File: src/rtl/mdu_pkg.sv
// mdu_pkg: shared op encodings, FSM states and constants
// for the iterative multiply/divide sequencer.
package mdu_pkg;

    localparam int XLEN_DEF = 32;

    localparam logic [XLEN_DEF-1:0] DIV0_QUOT = '1;
    localparam logic [XLEN_DEF-1:0] INT_MIN   = 32'h8000_0000;

    typedef enum logic [2:0] {
        MDU_MUL    = 3'd0,
        MDU_MULH   = 3'd1,
        MDU_MULHSU = 3'd2,
        MDU_MULHU  = 3'd3,
        MDU_DIV    = 3'd4,
        MDU_DIVU   = 3'd5,
        MDU_REM    = 3'd6,
        MDU_REMU   = 3'd7
    } mdu_op_e;

    typedef enum logic [1:0] {
        ST_IDLE = 2'd0,
        ST_BUSY = 2'd1,
        ST_DONE = 2'd2
    } mdu_state_e;

endpackage

File: src/rtl/mdu_step.sv
// mdu_step: one radix-2 iteration on the {hi,lo} register pair.
// Multiply is shift-add (right); divide is restoring shift-subtract (left).
module mdu_step #(
    parameter int XLEN = 32
) (
    input  logic            i_div,
    input  logic [XLEN-1:0] i_hi,
    input  logic [XLEN-1:0] i_lo,
    input  logic [XLEN-1:0] i_opnd,
    output logic [XLEN-1:0] o_hi,
    output logic [XLEN-1:0] o_lo
);

    logic [XLEN:0] w_sum;
    logic [XLEN:0] w_sh;
    logic [XLEN:0] w_diff;

    // Remainder stays below the divisor, so the diff's top bit is a borrow
    always_comb begin
        w_sum  = {1'b0, i_hi} + (i_lo[0] ? {1'b0, i_opnd} : '0);
        w_sh   = {i_hi, i_lo[XLEN-1]};
        w_diff = w_sh - {1'b0, i_opnd};
        if (i_div) begin
            if (!w_diff[XLEN]) begin
                o_hi = w_diff[XLEN-1:0];
                o_lo = {i_lo[XLEN-2:0], 1'b1};
            end else begin
                o_hi = w_sh[XLEN-1:0];
                o_lo = {i_lo[XLEN-2:0], 1'b0};
            end
        end else begin
            o_hi = w_sum[XLEN:1];
            o_lo = {w_sum[0], i_lo[XLEN-1:1]};
        end
    end

endmodule

File: src/rtl/mdu_seq.sv
// mdu_seq: iterative RV32M multiply/divide sequencer, XLEN+1 cycle latency.
// Optional MDU_FAST_PATH_EN: zero/div-by-zero/overflow finish in one cycle.
module mdu_seq
    import mdu_pkg::*;
#(
    parameter int XLEN  = XLEN_DEF,
    parameter int CNT_W = 6
) (
    input  logic            clk,
    input  logic            rst,
    input  logic            in_valid,
    output logic            in_ready,
    input  logic [2:0]      op,
    input  logic [XLEN-1:0] num1,
    input  logic [XLEN-1:0] num2,
    input  logic            flush,
    output logic            out_valid,
    input  logic            out_ready,
    output logic [XLEN-1:0] md_result
);

    mdu_state_e       r_state;
    mdu_state_e       w_state_n;
    mdu_op_e          r_op;
    logic [CNT_W-1:0] r_cnt;
    logic [XLEN-1:0]  r_hi;
    logic [XLEN-1:0]  r_lo;
    logic [XLEN-1:0]  r_opnd;
    logic [XLEN-1:0]  r_result;
    logic             r_neg;
    logic             r_dz;

    mdu_op_e           w_op;
    logic              w_acc;
    logic              w_is_div;
    logic              w_s1;
    logic              w_s2;
    logic              w_neg;
    logic              w_dz;
    logic              w_mz;
    logic              w_fast;
    logic [XLEN-1:0]   w_m1;
    logic [XLEN-1:0]   w_m2;
    logic [XLEN-1:0]   w_fast_res;
    logic [XLEN-1:0]   w_hi_n;
    logic [XLEN-1:0]   w_lo_n;
    logic [2*XLEN-1:0] w_prod_s;
    logic [XLEN-1:0]   w_quo;
    logic [XLEN-1:0]   w_rem;
    logic [XLEN-1:0]   w_final;

    assign in_ready  = (r_state == ST_IDLE);
    assign out_valid = (r_state == ST_DONE);
    assign md_result = r_result;

    assign w_acc = in_ready && in_valid && !flush;

    mdu_step #(.XLEN(XLEN)) u_step (
        .i_div  (r_op[2]),
        .i_hi   (r_hi),
        .i_lo   (r_lo),
        .i_opnd (r_opnd),
        .o_hi   (w_hi_n),
        .o_lo   (w_lo_n)
    );

    // Request decode: operand signs, magnitudes and special cases
    always_comb begin
        w_op     = mdu_op_e'(op);
        w_is_div = op[2];
        w_s1 = num1[XLEN-1] &&
               (w_op inside {MDU_MUL, MDU_MULH, MDU_MULHSU,
                             MDU_DIV, MDU_REM});
        w_s2 = num2[XLEN-1] &&
               (w_op inside {MDU_MUL, MDU_MULH, MDU_DIV, MDU_REM});
        w_m1  = w_s1 ? -num1 : num1;
        w_m2  = w_s2 ? -num2 : num2;
        w_neg = (w_op == MDU_REM) ? w_s1 : (w_s1 ^ w_s2);
        w_dz  = w_is_div && (num2 == '0);
        w_mz  = !w_is_div && ((num1 == '0) || (num2 == '0));
        if (w_mz)
            w_fast_res = '0;
        else if (w_dz)
            w_fast_res = op[1] ? num1 : {XLEN{1'b1}};
        else
            w_fast_res = op[1] ? '0 : {1'b1, {(XLEN-1){1'b0}}};
    end

`ifdef MDU_FAST_PATH_EN
    logic w_ovf;
    assign w_ovf = w_is_div && !op[0] &&
                   (num1 == {1'b1, {(XLEN-1){1'b0}}}) &&
                   (num2 == {XLEN{1'b1}});
    assign w_fast = w_mz || w_dz || w_ovf;
`else
    assign w_fast = 1'b0;
`endif

    // Final signed result from the last step's outputs
    always_comb begin
        w_prod_s = r_neg ? -{w_hi_n, w_lo_n} : {w_hi_n, w_lo_n};
        w_quo    = r_neg ? -w_lo_n : w_lo_n;
        w_rem    = r_neg ? -w_hi_n : w_hi_n;
        w_final  = '0;
        unique case (r_op)
            MDU_MUL:
                w_final = w_prod_s[XLEN-1:0];
            MDU_MULH, MDU_MULHSU, MDU_MULHU:
                w_final = w_prod_s[2*XLEN-1:XLEN];
            MDU_DIV, MDU_DIVU:
                w_final = r_dz ? {XLEN{1'b1}} : w_quo;
            MDU_REM, MDU_REMU:
                w_final = w_rem;
        endcase
    end

    // State register
    always_ff @(posedge clk or posedge rst) begin
        if (rst) r_state <= ST_IDLE;
        else     r_state <= w_state_n;
    end

    // Next state; flush beats both accept and out_ready
    always_comb begin
        w_state_n = r_state;
        unique case (r_state)
            ST_IDLE:
                if (w_acc) w_state_n = w_fast ? ST_DONE : ST_BUSY;
            ST_BUSY:
                if (flush)
                    w_state_n = ST_IDLE;
                else if (r_cnt == CNT_W'(1))
                    w_state_n = ST_DONE;
            ST_DONE:
                if (flush || out_ready) w_state_n = ST_IDLE;
            default:
                w_state_n = ST_IDLE;
        endcase
    end

    // Datapath: load on accept, iterate while busy
    always_ff @(posedge clk or posedge rst) begin
        if (rst) begin
            r_op     <= MDU_MUL;
            r_cnt    <= '0;
            r_hi     <= '0;
            r_lo     <= '0;
            r_opnd   <= '0;
            r_result <= '0;
            r_neg    <= 1'b0;
            r_dz     <= 1'b0;
        end else if (w_acc) begin
            r_op   <= w_op;
            r_neg  <= w_neg;
            r_dz   <= w_dz;
            r_cnt  <= CNT_W'(XLEN);
            r_hi   <= '0;
            r_lo   <= w_is_div ? w_m1 : w_m2;
            r_opnd <= w_is_div ? w_m2 : w_m1;
            if (w_fast) r_result <= w_fast_res;
        end else if (r_state == ST_BUSY) begin
            r_hi  <= w_hi_n;
            r_lo  <= w_lo_n;
            r_cnt <= r_cnt - CNT_W'(1);
            if (r_cnt == CNT_W'(1)) r_result <= w_final;
        end
    end

endmodule

File: config.mk
export PLATFORM = sky130hd
export DESIGN_NAME = mdu_seq
export DESIGN_NICKNAME = d
export VERILOG_FILES = /design/src/rtl/mdu_pkg.sv /design/src/rtl/mdu_step.sv /design/src/rtl/mdu_seq.sv
export SDC_FILE = /design/constraint.sdc
export NUM_CORES = 1
export LEC_CHECK = 0
export ABC_AREA = 1
export BUFFER_PORTS_ARGS = -buffer_cell sky130_fd_sc_hd__buf_2
export CORE_AREA = 2 2 228 230
export DETAILED_ROUTE_END_ITERATION = 12
export DIE_AREA = 0 0 230 232
export SLEW_MARGIN = 20
export SYNTH_ARGS = -nofsm -noshare
export SYNTH_HDL_FRONTEND = slang
export SYNTH_HIERARCHICAL = 1
export SYNTH_SLANG_ARGS = --single-unit
File: constraint.sdc
create_clock -name clk -period 4.5 [get_ports clk]
set_input_delay 0.45 -clock clk [delete_from_list [all_inputs] [get_ports clk]]
set_output_delay 0.45 -clock clk [all_outputs]
set_load 0.01 [all_outputs]
==> results.md, run 1 <==
* Clock Latency Late Sink at 480 ps
* Row cnt at 83
* Peak VDD IR at 0.000334 V
* Critical path class: flop to flop
* DR vias at 21.8k
* Root buffer cell: clkbuf_16
* Critical R2R Launch: r_lo[31]
* Post-route ant nets at 0
* Syn nets at 3446
* Core area at 0.0509 mm²
* Post-synthesis cell type count at 54
* Final hold vios at 0
* Clock sinks at 141
* Register-to-register setup slack at 210 ps
* GRT Residual Overflow at 0
* Setup violations, final at 0
* Clk buf depth at 2
* Worst EP arrival at 4650 ps
* Die W at 230 µm
* Most common cell after layout, fill and taps aside: nand2_1
* Min cycle time layout at 4290 ps
* CP required at 4860 ps
* Worst hold-check path type: input port to asynchronous set/reset pin
* Internal power at 6.15 mW
* Worst r2r dst: md_result[19]
* Leading cell types in the layout, fill and taps excluded: nand2_1 (1197), inv_1 (467), nand3_1 (386), nor2_1 (317), o21ai_0 (190)
* Ratio of cells with drive above 1 in the final layout at 0.0910
* Starting density of the core at 0.358
* CP startpoint: r_lo[31]
* Sequential share of the synthesized area at 0.194
* Fmax at 233 MHz
* Synthesized cell area at 0.0182 mm²
* Avg Cell Area, Syn at 5.52 µm²
* Worst-Margin Slew at 1200 ps
* Top FF cell, synth: dfrtp_1
* Combinational fraction of design power at 0.756
* DRT iter0 DRCs at 2578
* Seq pwr share at 0.151
* Layout net count at 3551
* Setup tns final at 0 ps
* Psw at 9.72 mW
* DP Wirelength at 65900 µm
* Fin crit share at 0.954
* Die area at 0.0534 mm²
* Worst setup SP type: flop
* Number of global-route vias before repair at 19.8k
* Buffers on Ports at 105
* Setup bufs post-CTS at 0
* Post-synthesis instance total at 3301
* Synth warnings at 6
* Clk_skew at 18.0 ps
* PwrDens at 783 mW/mm²
* RSZ-0062 raised after global routing: no
* Post-CTS Hold Buffers at 0
* Final Cell Area at 0.0203 mm²
* Total CTS buffers at 17
* Grt peak-use layer: met2
* Slew headroom at 0.193
* Antenna violations before repair at 2
* R2R depth at 27
* Drt drc at 0
* Drt first pass iters at 6
* Largest net degree at the start of global routing at 100
* Clock power share at 0.093
* Post-DR vias/cell at 5.33
* Critical path endpoint: md_result[19]
* First-pass GRT wire length at 119000 µm
* GR Util met1 at 0.393
* EDFF count, synth at 0
* Yosys reg bits at 141
* Net Sw Frac at 0.612
* Grt met2 use at 0.463
* CTS tree: done
* Layout area overhead at 11.3%
* Pins over their slew limit at 0
* Max cap viols at 0
* Area post-placement at 0.0197 mm²
* WL/cell at 19.5 µm
* Setup crit end kind: flop
* H-tree depth at 4
* Async S/R FF share, synth at 1.00
* GR Util All Layers at 0.296
* Maximum fanout along the worst path at 16
* WL final at 80000 µm
* Die Y at 232 µm
* Status: finished, final reports clean
* Final GP Congestion at 1.04
* Reg clk slew, reported paths at 80 ps
* GRT met3 Usage at 0.0494
* Leak Pwr at 11.1 nW
* IO Count at 106
* CTS resizes at 0
==> critical path: stages, from the launching register on <==
cell and delay (ps):
dfrtp_1 350, inv_1 90, ha_1 230, fa_1 400, inv_1 100, nand2_1 70, nand2_1 80, nand3_1 80
nand2_2 130, nand2_2 80, nand2_4 70, nand2_4 80, nand2_4 110, nand2_4 140, nand3_1 200, nand2_1 90
inv_1 230, nand2_1 160, nor2_2 220, nand2_1 150, nor2_1 330, o21ai_0 130, nand2_1 250, nor2_1 70
nor2_1 120, nand2_1 60, nand2_1 100, nand2_1 60
==> logic make-up after synthesis <==
family	count (synthesis)	share of synthesized area
adder cells (fa/ha/maj)	73	0.0510
XOR/XNOR	69	0.0332
AND/OR/NAND/NOR	2067	0.482
buffers and inverters	568	0.126
AO/OA/AOI/OAI	383	0.114
flip-flops	141	0.194
==> registers in the layout, summed over array words and instances (netlist names) <==
name       cells
r_lo          32
r_dz           1
r_cnt          6
r_neg          1
r_opnd        32
r_op           3
r_state        2
r_hi          32
md_result     32
==> per-layer routing <==
layer	routed length, µm	share of wire
met1	34400	0.43
met2	34700	0.43
met3	6450	0.081
met4	4380	0.055
met5	13	0.00016
==> worst min-delay path by stage <==
stage                  from      endpoint  slack [ps]  depth (start not counted)
2_1_floorplan      r_cnt[3]      r_cnt[3]         450                          1
3_3_place_gp   md_result[7]  md_result[7]         460                          2
3_5_place_dp   md_result[7]  md_result[7]         460                          2
4_1_cts                 rst     r_opnd[7]          90                          2
6_report                rst     r_opnd[7]          60                          2
5_1_grt                 rst     r_opnd[5]         130                          2
==> cell usage after synthesis (6+ instances only) <==
library cell | count | area [µm²]
a21oi_1 | 121 | 606
a22oi_1 | 7 | 52.6
and2_1 | 8 | 50.1
buf_2 | 22 | 110
buf_4 | 6 | 45.0
clkbuf_1 | 45 | 169
clkbuf_8 | 6 | 82.6
dfrtp_1 | 141 | 3530
ha_1 | 71 | 888
inv_1 | 469 | 1760
inv_2 | 7 | 26.3
nand2_1 | 1199 | 4500
nand2_2 | 25 | 156
nand2_4 | 6 | 67.6
nand3_1 | 386 | 1930
nand3b_1 | 22 | 165
nand4_1 | 30 | 188
nor2_1 | 319 | 1200
nor2_2 | 15 | 93.8
nor2_4 | 6 | 67.6
nor3_1 | 17 | 85.1
o211ai_1 | 10 | 75.1
o21ai_0 | 190 | 951
o21ai_1 | 13 | 65.1
o21bai_1 | 9 | 67.6
or2_2 | 21 | 131
xnor2_1 | 23 | 201
xor2_1 | 46 | 403
==> power groups by stage <==
stage	registers (mW)	clock network, mW	logic (mW)
floorplan	2.15	0	7.96
global route	2.43	1.55	13.1
finish	2.39	1.48	12.0
detailed placement	2.40	0	11.6
CTS	2.38	1.49	11.7
global placement	2.39	0	11.7
==> through the flow <==
stage                     instances   util  power (mW)  hold WS [ps]  setup slack (ps)
after floorplan                3301      -        10.1           448               269
after global placement         4067  0.386        14.1           462               446
after detailed placement       4067  0.386        14.0           461               384
after CTS                      4099  0.398        15.5          91.8               365
after global routing           4099  0.398        17.1           126              15.7
final                          4100  0.398        15.9          58.4               208
==> layout make-up <==
cell class              count  area [µm²]
well taps                 680         851
flip-flops and latches    141        3530
inverters                 478        1800
repair buffers            176        1080
multi-input cells        2592       12400
fillers                  5797       30600
diodes                      1        2.50
clock buffers              17         425
clock inverters            15         163
No activity file was read; power rests on OpenSTA's default activity.
==> run 2, diff against run 1 <==
--- a/config.mk
+++ b/config.mk
@@ -5,11 +5,10 @@
 export SDC_FILE = /design/constraint.sdc
 export NUM_CORES = 1
 export LEC_CHECK = 0
-export ABC_AREA = 1
 export BUFFER_PORTS_ARGS = -buffer_cell sky130_fd_sc_hd__buf_2
-export CORE_AREA = 2 2 228 230
+export CORE_AREA = 2 2 210 212
 export DETAILED_ROUTE_END_ITERATION = 12
-export DIE_AREA = 0 0 230 232
+export DIE_AREA = 0 0 212 214
 export SLEW_MARGIN = 20
 export SYNTH_ARGS = -nofsm -noshare
 export SYNTH_HDL_FRONTEND = slang
==> results.md, run 2 <==
* Largest cells by area after synthesis: dfrtp_1 (23%), nand2_1 (6.5%), ha_1 (5.8%), a21oi_1 (5.6%), xnor2_1 (5.3%) (was nand2_1 (25%), dfrtp_1 (19%), nand3_1 (11%), inv_1 (9.7%), nor2_1 (6.6%))
* CP required at 4840 ps (was 4860 ps)
* Count leader, synth: nand2_1 (unchanged)
* Maximum fanout along the worst path at 5 (was 16)
* Final Cell Area at 0.0213 mm² (was 0.0203 mm²)
* DR vias at 17.9k (was 21.8k)
* Total CTS buffers at 17 (unchanged)
* Seq pwr share at 0.136 (was 0.151)
* Async S/R FF share, synth at 1.00 (unchanged)
* Final setup margin at -699 ps (was 208 ps)
* Post-route ant nets at 0 (unchanged)
* WL final at 69200 µm (was 80000 µm)
* Area post-placement at 0.0193 mm² (was 0.0197 mm²)
* Number of inserted diodes at 0 (was 1)
* Avg Cell Area, Syn at 7.64 µm² (was 5.52 µm²)
* H-tree depth at 4 (unchanged)
* Failing checks: setup timing
* Top FF cell, synth: dfrtp_1 (unchanged)
* WL/cell at 22.6 µm (was 19.5 µm)
* Die Y at 214 µm (was 232 µm)
* EDFF count, synth at 0 (unchanged)
* Finished Core Util at 0.496 (was 0.398)
* Drt drc at 0 (unchanged)
* Pins over their slew limit at 0 (unchanged)
* IO Count at 106 (unchanged)
* Post-synthesis instance total at 2004 (was 3301)
* Clock Latency Late Sink at 470 ps (was 480 ps)
* Largest net degree at the start of global routing at 83 (was 100)
* Ratio of cells with drive above 1 in the final layout at 0.327 (was 0.0910)
* Min cycle time layout at 5200 ps (was 4290 ps)
* Peak VDD IR at 0.000387 V (was 0.000334 V)
* Post-DR vias/cell at 5.85 (was 5.33)
* Combinational fraction of design power at 0.764 (was 0.756)
* GR Util All Layers at 0.304 (was 0.296)
* Final GP Congestion at 0.988 (was 1.04)
* Pwr Total at 15.5 mW (was 15.9 mW)
* Internal power at 8.04 mW (was 6.15 mW)
* Root buffer cell: clkbuf_16 (unchanged)
* Crit-path leading delay family: compound AO/OA/AOI/OAI gates (was simple AND/OR/NAND/NOR gates)
* Setup violations, final at 32 (was 0)
* First-pass GRT wire length at 104000 µm (was 119000 µm)
* Number of global-route vias before repair at 17.4k (was 19.8k)
* Drt first pass iters at 6 (unchanged)
* Yosys reg bits at 141 (unchanged)
* Psw at 7.46 mW (was 9.72 mW)
* Worst path most repeated cell: a21oi_1 (was nand2_1)
* PwrDens at 728 mW/mm² (was 783 mW/mm²)
* Clk_skew at 14.1 ps (was 18.0 ps)
* Clk buf depth at 2 (unchanged)
* Fin crit share at 1.16 (was 0.954)
* Synth top cells by count: nand2_1 (266), a21oi_1 (170), nor2_1 (164) (was nand2_1 (1199), inv_1 (469), nand3_1 (386))
* Crit-path cells: inv_1 -> ha_1 -> nand2_1 -> o211ai_1 -> a211oi_1 -> buf_4 -> o31ai_4 -> o41ai_1 -> a41o_4 -> buf_6 -> or2_4 -> a21oi_2 -> a21oi_1 -> or4_4 -> or3_4 -> buf_12 -> clkbuf_16 -> buf_6 -> or3_1 -> a31oi_2 -> o21ai_1 -> a21oi_1 -> a21oi_1
* Fmax at 192 MHz (was 233 MHz)
* Worst EP arrival at 5540 ps (was 4650 ps)
* Most common cell after layout, fill and taps aside: buf_4 (was nand2_1)
* CP max stage delay at 570 ps (was 400 ps)
* Clock power share at 0.100 (was 0.093)
* Antenna violations before repair at 1 (was 2)
* Slew headroom at 0.253 (was 0.193)
* Buffers on Ports at 105 (unchanged)
* Hold Slack at 130 ps (was 58.4 ps)
* Worst hold-check path type: input port to asynchronous set/reset pin (unchanged)
* Reg clk slew, reported paths at 70 ps (was 80 ps)
* Sequential share of the synthesized area at 0.231 (was 0.194)
* Leak Pwr at 9.58 nW (was 11.1 nW)
* Syn nets at 2149 (was 3446)
* Core area at 0.0429 mm² (was 0.0509 mm²)
* Yosys top cell by area: dfrtp_1 (was nand2_1)
* Clock sinks at 141 (unchanged)
* Worst-Margin Slew at 1120 ps (was 1200 ps)
* DRT iter0 DRCs at 1694 (was 2578)
* CTS tree: done (unchanged)
* Top-area cell type share of the netlist area at 0.231 (was 0.247)
* RSZ-0062 raised after global routing: yes (was no)
* Setup crit end kind: flop (unchanged)
* Buf/Inv on CP at 6 (was 3)
* Die area at 0.0454 mm² (was 0.0534 mm²)
* Post-CTS Hold Buffers at 0 (unchanged)
* Status: finished, violations left (was finished, final reports clean)
* Layout net count at 2601 (was 3551)
* Starting density of the core at 0.357 (was 0.358)
* Leading cell types in the layout, fill and taps excluded: buf_4 (411), nand2_1 (262), a21oi_1 (159), nor2_1 (157), dfrtp_1 (139) (was nand2_1 (1197), inv_1 (467), nand3_1 (386), nor2_1 (317), o21ai_0 (190))
* Max cap viols at 0 (unchanged)
* Slowest-stage cell, CP: or4_4 (was fa_1)
* Die W at 212 µm (was 230 µm)
* Worst setup SP type: flop (unchanged)
* Layout area overhead at 39.1% (was 11.3%)
* Critical path class: flop to flop (unchanged)
* Net Sw Frac at 0.481 (was 0.612)
* Row cnt at 76 (was 83)
* DP Wirelength at 53800 µm (was 65900 µm)
* GRT Residual Overflow at 0 (unchanged)
* Synthesized cell area at 0.0153 mm² (was 0.0182 mm²)
* Final hold vios at 0 (unchanged)
* Synth warnings at 6 (unchanged)
* Post-synthesis cell type count at 103 (was 54)
-- run 2: cell types whose count changed after synthesis, sizes merged, moves of 40 or more --
cell,before,now
nand3,390,27
nor2,340,166
nand2,1232,266
clkbuf,51,102
xnor2,23,92
o21ai,206,140
mux2,0,40
inv,476,69
a21oi,125,172
mux2i,0,56
-- run 2: timing repair --
action | in CTS | in global routing
cloned | 1 | 1
pin swaps | 66 | 52
buffers inserted | 45 | 17
endpoints found under the setup margin | 32 | 32
gates resized for setup | 108 | 76
-- run 2: path summary, 6_finish.rpt --
path	slack (ps)	startpoint	endpoint	cells past startpoint
setup / recovery	-700	r_opnd[27]	md_result[21]	23
setup reg to reg	-700	r_opnd[27]	md_result[21]	23
hold / removal	130	rst	r_op[2]	2
hold reg to reg	480	md_result[5]	md_result[5]	2
max in group asynchronous	3330	rst	r_hi[26]	3
min in group clk	200	flush	r_state[1]	2
-- run 2: worst reg2reg max path: cells and delay by family, from the launching register on --
kind	cells	cell delay, ps
AO/OA/AOI/OAI	11	1920
buffers and inverters	6	750
AND/OR/NAND/NOR	5	1680
adder cells (fa/ha/maj)	1	310
flip-flops	1	420
-- run 2: cell type report --
type                    instances  area [µm²]
fillers                      4201       21600
multi-input cells            1669       12000
repair buffers                557        4160
flip-flops and latches        141        3530
well taps                     585         732
clock buffers                  20         457
inverters                      70         273
clock inverters                12         160
-- run 2: power groups by stage --
stage               Sequential, mW  Clock (mW)  Combinational [mW]
floorplan                     2.02           0                5.71
finish                        2.10        1.55                11.8
global placement              2.09           0                10.3
CTS                           2.09        1.57                11.1
detailed placement            2.10           0                10.3
global route                  2.15        1.62                12.6
-- run 2: through the flow --
stage	std cells	setup slack [ps]	setup TNS, ps
6_report	3054	-699	-16080
5_1_grt	3054	-820	-20830
4_1_cts	3041	-633	-15070
3_5_place_dp	2963	-840	-18770
3_3_place_gp	2963	-827	-17960
2_1_floorplan	2004	-639	-8670
-- run 2: cells by family after synthesis --
group | after synthesis | synth area share
and+or+nand+nor | 711 | 0.228
AOI/OAI and AO/OA | 625 | 0.268
adders and majority gates | 73 | 0.0607
buffers and inverters | 194 | 0.0527
xor gates and xnor gates | 164 | 0.0939
muxes | 96 | 0.0663
DFF | 141 | 0.231
-- run 2: per-layer routing --
layer	routed length, µm	GRT usage	part of all wire	vias to the layer above
li1	-	-	-	8245
met1	29400	0.396	0.43	8678
met2	31600	0.485	0.46	765
met3	4420	0.0478	0.064	163
met4	3680	0.153	0.053	0
met5	0	0	0	-
==> run 3, diff against run 2 <==
--- a/config.mk
+++ b/config.mk
@@ -6,11 +6,11 @@
 export NUM_CORES = 1
 export LEC_CHECK = 0
 export BUFFER_PORTS_ARGS = -buffer_cell sky130_fd_sc_hd__buf_2
-export CORE_AREA = 2 2 210 212
+export CORE_AREA = 2 2 213 215
 export DETAILED_ROUTE_END_ITERATION = 12
-export DIE_AREA = 0 0 212 214
+export DIE_AREA = 0 0 215 217
+export SETUP_SLACK_MARGIN = 0.3
 export SLEW_MARGIN = 20
 export SYNTH_ARGS = -nofsm -noshare
 export SYNTH_HDL_FRONTEND = slang
-export SYNTH_HIERARCHICAL = 1
 export SYNTH_SLANG_ARGS = --single-unit
==> results.md, run 3 <==
* Status: finished, violations left (unchanged)
* Failing checks: setup timing (unchanged)
* Synthesized cell area at 0.0157 mm² (was 0.0153 mm²)
* Leak Pwr at 8.90 nW (was 9.58 nW)
* Final hold vios at 0 (unchanged)
* Post-synthesis cell type count at 100 (was 103)
* Yosys reg bits at 141 (unchanged)
* Largest net degree at the start of global routing at 90 (was 83)
* Drt first pass iters at 8 (was 6)
* Layout area overhead at 33.4% (was 39.1%)
* Fin crit share at 1.00 (was 1.16)
* Syn nets at 2293 (was 2149)
* Leading cell types in the layout, fill and taps excluded: buf_4 (284), nand2_1 (283), nor2_1 (167), a21oi_1 (160), o21ai_0 (151) (was buf_4 (411), nand2_1 (262), a21oi_1 (159), nor2_1 (157), dfrtp_1 (139))
* R2R depth at 24 (was 23)
* Sequential share of the synthesized area at 0.224 (was 0.231)
* Top-area cell type share of the netlist area at 0.224 (was 0.231)
* First-pass GRT wire length at 103000 µm (was 104000 µm)
* Post-DR vias/cell at 5.97 (was 5.85)
* Top FF cell, synth: dfrtp_1 (unchanged)
* WL/cell at 22.3 µm (was 22.6 µm)
* RSZ-0062 raised after global routing: yes (unchanged)
* DRT iter0 DRCs at 1797 (was 1694)
* Register-to-register setup slack at -20 ps (was -700 ps)
* Setup crit end kind: flop (unchanged)
* Async S/R FF share, synth at 1.00 (unchanged)
* Root buffer cell: clkbuf_16 (unchanged)
* Count leader, synth: nand2_1 (unchanged)
* DP Wirelength at 52800 µm (was 53800 µm)
* Reg clk slew, reported paths at 70 ps (about the same)
* Core area at 0.0447 mm² (was 0.0429 mm²)
* Row cnt at 78 (was 76)
* Final GP Congestion at 0.991 (was 0.988)
* Min cycle time layout at 4520 ps (was 5200 ps)
* Antenna violations before repair at 2 (was 1)
* Buffers on Ports at 105 (unchanged)
* Peak VDD IR at 0.000479 V (was 0.000387 V)
* DR vias at 18.3k (was 17.9k)
* Number of inserted diodes at 0 (unchanged)
* CP required at 4850 ps (was 4840 ps)
* IO Count at 106 (unchanged)
* Die W at 215 µm (was 212 µm)
* Clock Latency Late Sink at 470 ps (about the same)
* Worst r2r dst: md_result[17] (was md_result[21])
* Avg Cell Area, Syn at 7.32 µm² (was 7.64 µm²)
* Met3 wire len at 4840 µm (was 4420 µm)
* Synth top cells by count: nand2_1 (292), o21ai_0 (191), a21oi_1 (180) (was nand2_1 (266), a21oi_1 (170), nor2_1 (164))
* EDFF count, synth at 0 (unchanged)
* Clk buf depth at 2 (unchanged)
* Total CTS buffers at 17 (unchanged)
* H-tree depth at 4 (unchanged)
* Worst hold-check path type: input port to asynchronous set/reset pin (unchanged)
* Fmax at 221 MHz (was 192 MHz)
* CTS tree: done (unchanged)
* Hold Slack at 81.2 ps (was 130 ps)
* WL final at 68500 µm (was 69200 µm)
* Die Y at 217 µm (was 214 µm)
* Starting density of the core at 0.352 (was 0.357)
* Critical path class: flop to flop (unchanged)
* Clk_skew at 12.2 ps (was 14.1 ps)
* Wire length on met2 at 30800 µm (was 31600 µm)
* DR top layer: met4 (unchanged)
* Number of global-route vias before repair at 17.1k (was 17.4k)
* Post-synthesis instance total at 2150 (was 2004)
* Most common cell after layout, fill and taps aside: buf_4 (unchanged)
* Maximum fanout along the worst path at 5 (unchanged)
* Worst EP arrival at 4870 ps (was 5540 ps)
* Area post-placement at 0.0184 mm² (was 0.0193 mm²)
* Ratio of cells with drive above 1 in the final layout at 0.284 (was 0.327)
* Pwr Total at 16.1 mW (was 15.5 mW)
* Setup violations, final at 1 (was 32)
* Worst-Margin Slew at 1220 ps (was 1120 ps)
* Layout net count at 2602 (was 2601)
* Final setup margin at -17.9 ps (was -699 ps)
* Final Cell Area at 0.0210 mm² (was 0.0213 mm²)
* Post-route ant nets at 0 (unchanged)
* Clock sinks at 141 (unchanged)
* PwrDens at 766 mW/mm² (was 728 mW/mm²)
* Drt drc at 0 (unchanged)
* Largest cells by area after synthesis: dfrtp_1 (22%), nand2_1 (7.0%), o21ai_0 (6.1%), a21oi_1 (5.7%), ha_1 (5.5%) (was dfrtp_1 (23%), nand2_1 (6.5%), ha_1 (5.8%), a21oi_1 (5.6%), xnor2_1 (5.3%))
* Pins over their slew limit at 0 (unchanged)
* GRT Residual Overflow at 0 (unchanged)
* Worst setup SP type: flop (unchanged)
* Met1 wire length at 28400 µm (was 29400 µm)
* Die area at 0.0467 mm² (was 0.0454 mm²)
* Slew headroom at 0.175 (was 0.253)
* Yosys top cell by area: dfrtp_1 (unchanged)
* Max cap viols at 0 (unchanged)
* GR Util All Layers at 0.285 (was 0.304)
* Critical R2R Launch: r_lo[31] (was r_opnd[27])
* Synth warnings at 0 (was 6)
run 3: cell types whose count changed after synthesis, moves of 12 or more:
cell	change
a21o_1	-14
buf_2	+12
mux2_2	-31
mux2i_1	-13
nand2_1	+26
nand3_1	+54
nand4_1	+12
nor3_1	+21
o211ai_1	+24
o21ai_0	+54
o221ai_1	+19
or4_1	-13
xnor2_1	-13
run 3: timing repair:
item	4_1_cts	5_1_grt
gates cloned	1	0
setup buffers	51	25
gates resized for setup	140	142
pin swaps	64	81
endpoints found under the setup margin	31	32
hold buffers	0	0
run 3: cell families (layout without fill, tap and decap cells):
family / after synthesis / after routing / share of synthesized area
AND/OR/NAND/NOR: 788 / 788 / 0.235
AO/OA/AOI/OAI: 730 / 730 / 0.308
buffers and inverters: 213 / 535 / 0.0551
XOR/XNOR: 154 / 154 / 0.0858
flip-flops: 141 / 141 / 0.224
adder cells (fa/ha/maj): 71 / 71 / 0.0574
multiplexers: 53 / 53 / 0.0348
run 3: per-layer routing:
metal  vias to the layer above  global-route usage
li1                       8512                   -
met1                      8780               0.371
met2                       848               0.455
met3                       198              0.0421
met4                         0               0.161
met5                         -                   0
run 3: where the power goes:
part	internal (mW)	total, mW	switching, mW
registers	1.69	2.17	0.478
logic	5.19	12.3	7.11
clock network	0.939	1.59	0.655
run 3: stage by stage:
| step | std cells | setup TNS, ps | setup WS (ps) | utilization |
|---|---|---|---|---|
| after detailed placement | 2963 | -1050 | -199 | 0.412 |
| after global routing | 3072 | -1960 | -179 | 0.469 |
| after CTS | 3047 | -35.3 | -28.7 | 0.450 |
| after floorplan | 2150 | -1100 | -148 | - |
| final | 3072 | -17.9 | -17.9 | 0.469 |
| after global placement | 2963 | -752 | -176 | 0.412 |
run 3: how the worst max path moves through the flow:
stage / cells past startpoint / endpoint / slack [ps] / startpoint
floorplan: 22 / md_result[10] / -150 / r_lo[31]
global placement: 19 / md_result[26] / -180 / r_hi[20]
detailed placement: 20 / md_result[26] / -200 / r_lo[31]
CTS: 20 / md_result[20] / -30 / r_lo[31]
global route: 20 / md_result[25] / -180 / r_hi[16]
finish: 24 / md_result[17] / -20 / r_lo[31]
run 3: final cells by class:
| cell class | count | area, µm² |
|---|---|---|
| repair buffers | 429 | 3150 |
| inverters | 74 | 282 |
| fillers | 4472 | 23700 |
| flip-flops and latches | 141 | 3530 |
| well taps | 600 | 751 |
| clock inverters | 14 | 204 |
| multi-input cells | 1796 | 12600 |
| clock buffers | 18 | 429 |
run 3: critical path: stages (launching register included):
cell      delay (ps)
dfrtp_1          350
inv_1             50
ha_2             190
fa_2             340
nand2b_4         170
a21oi_4          190
o21ai_4          100
o31ai_4          290
buf_4            180
buf_6            120
o211a_4          170
nor3_4            40
buf_12           140
buf_12           120
buf_4            130
buf_8            120
a311oi_4         430
nor4_4            80
buf_4            170
buf_6            130
a21oi_4          200
nor2_1            90
xnor2_1          310
o211a_1          200
o21ai_1           70
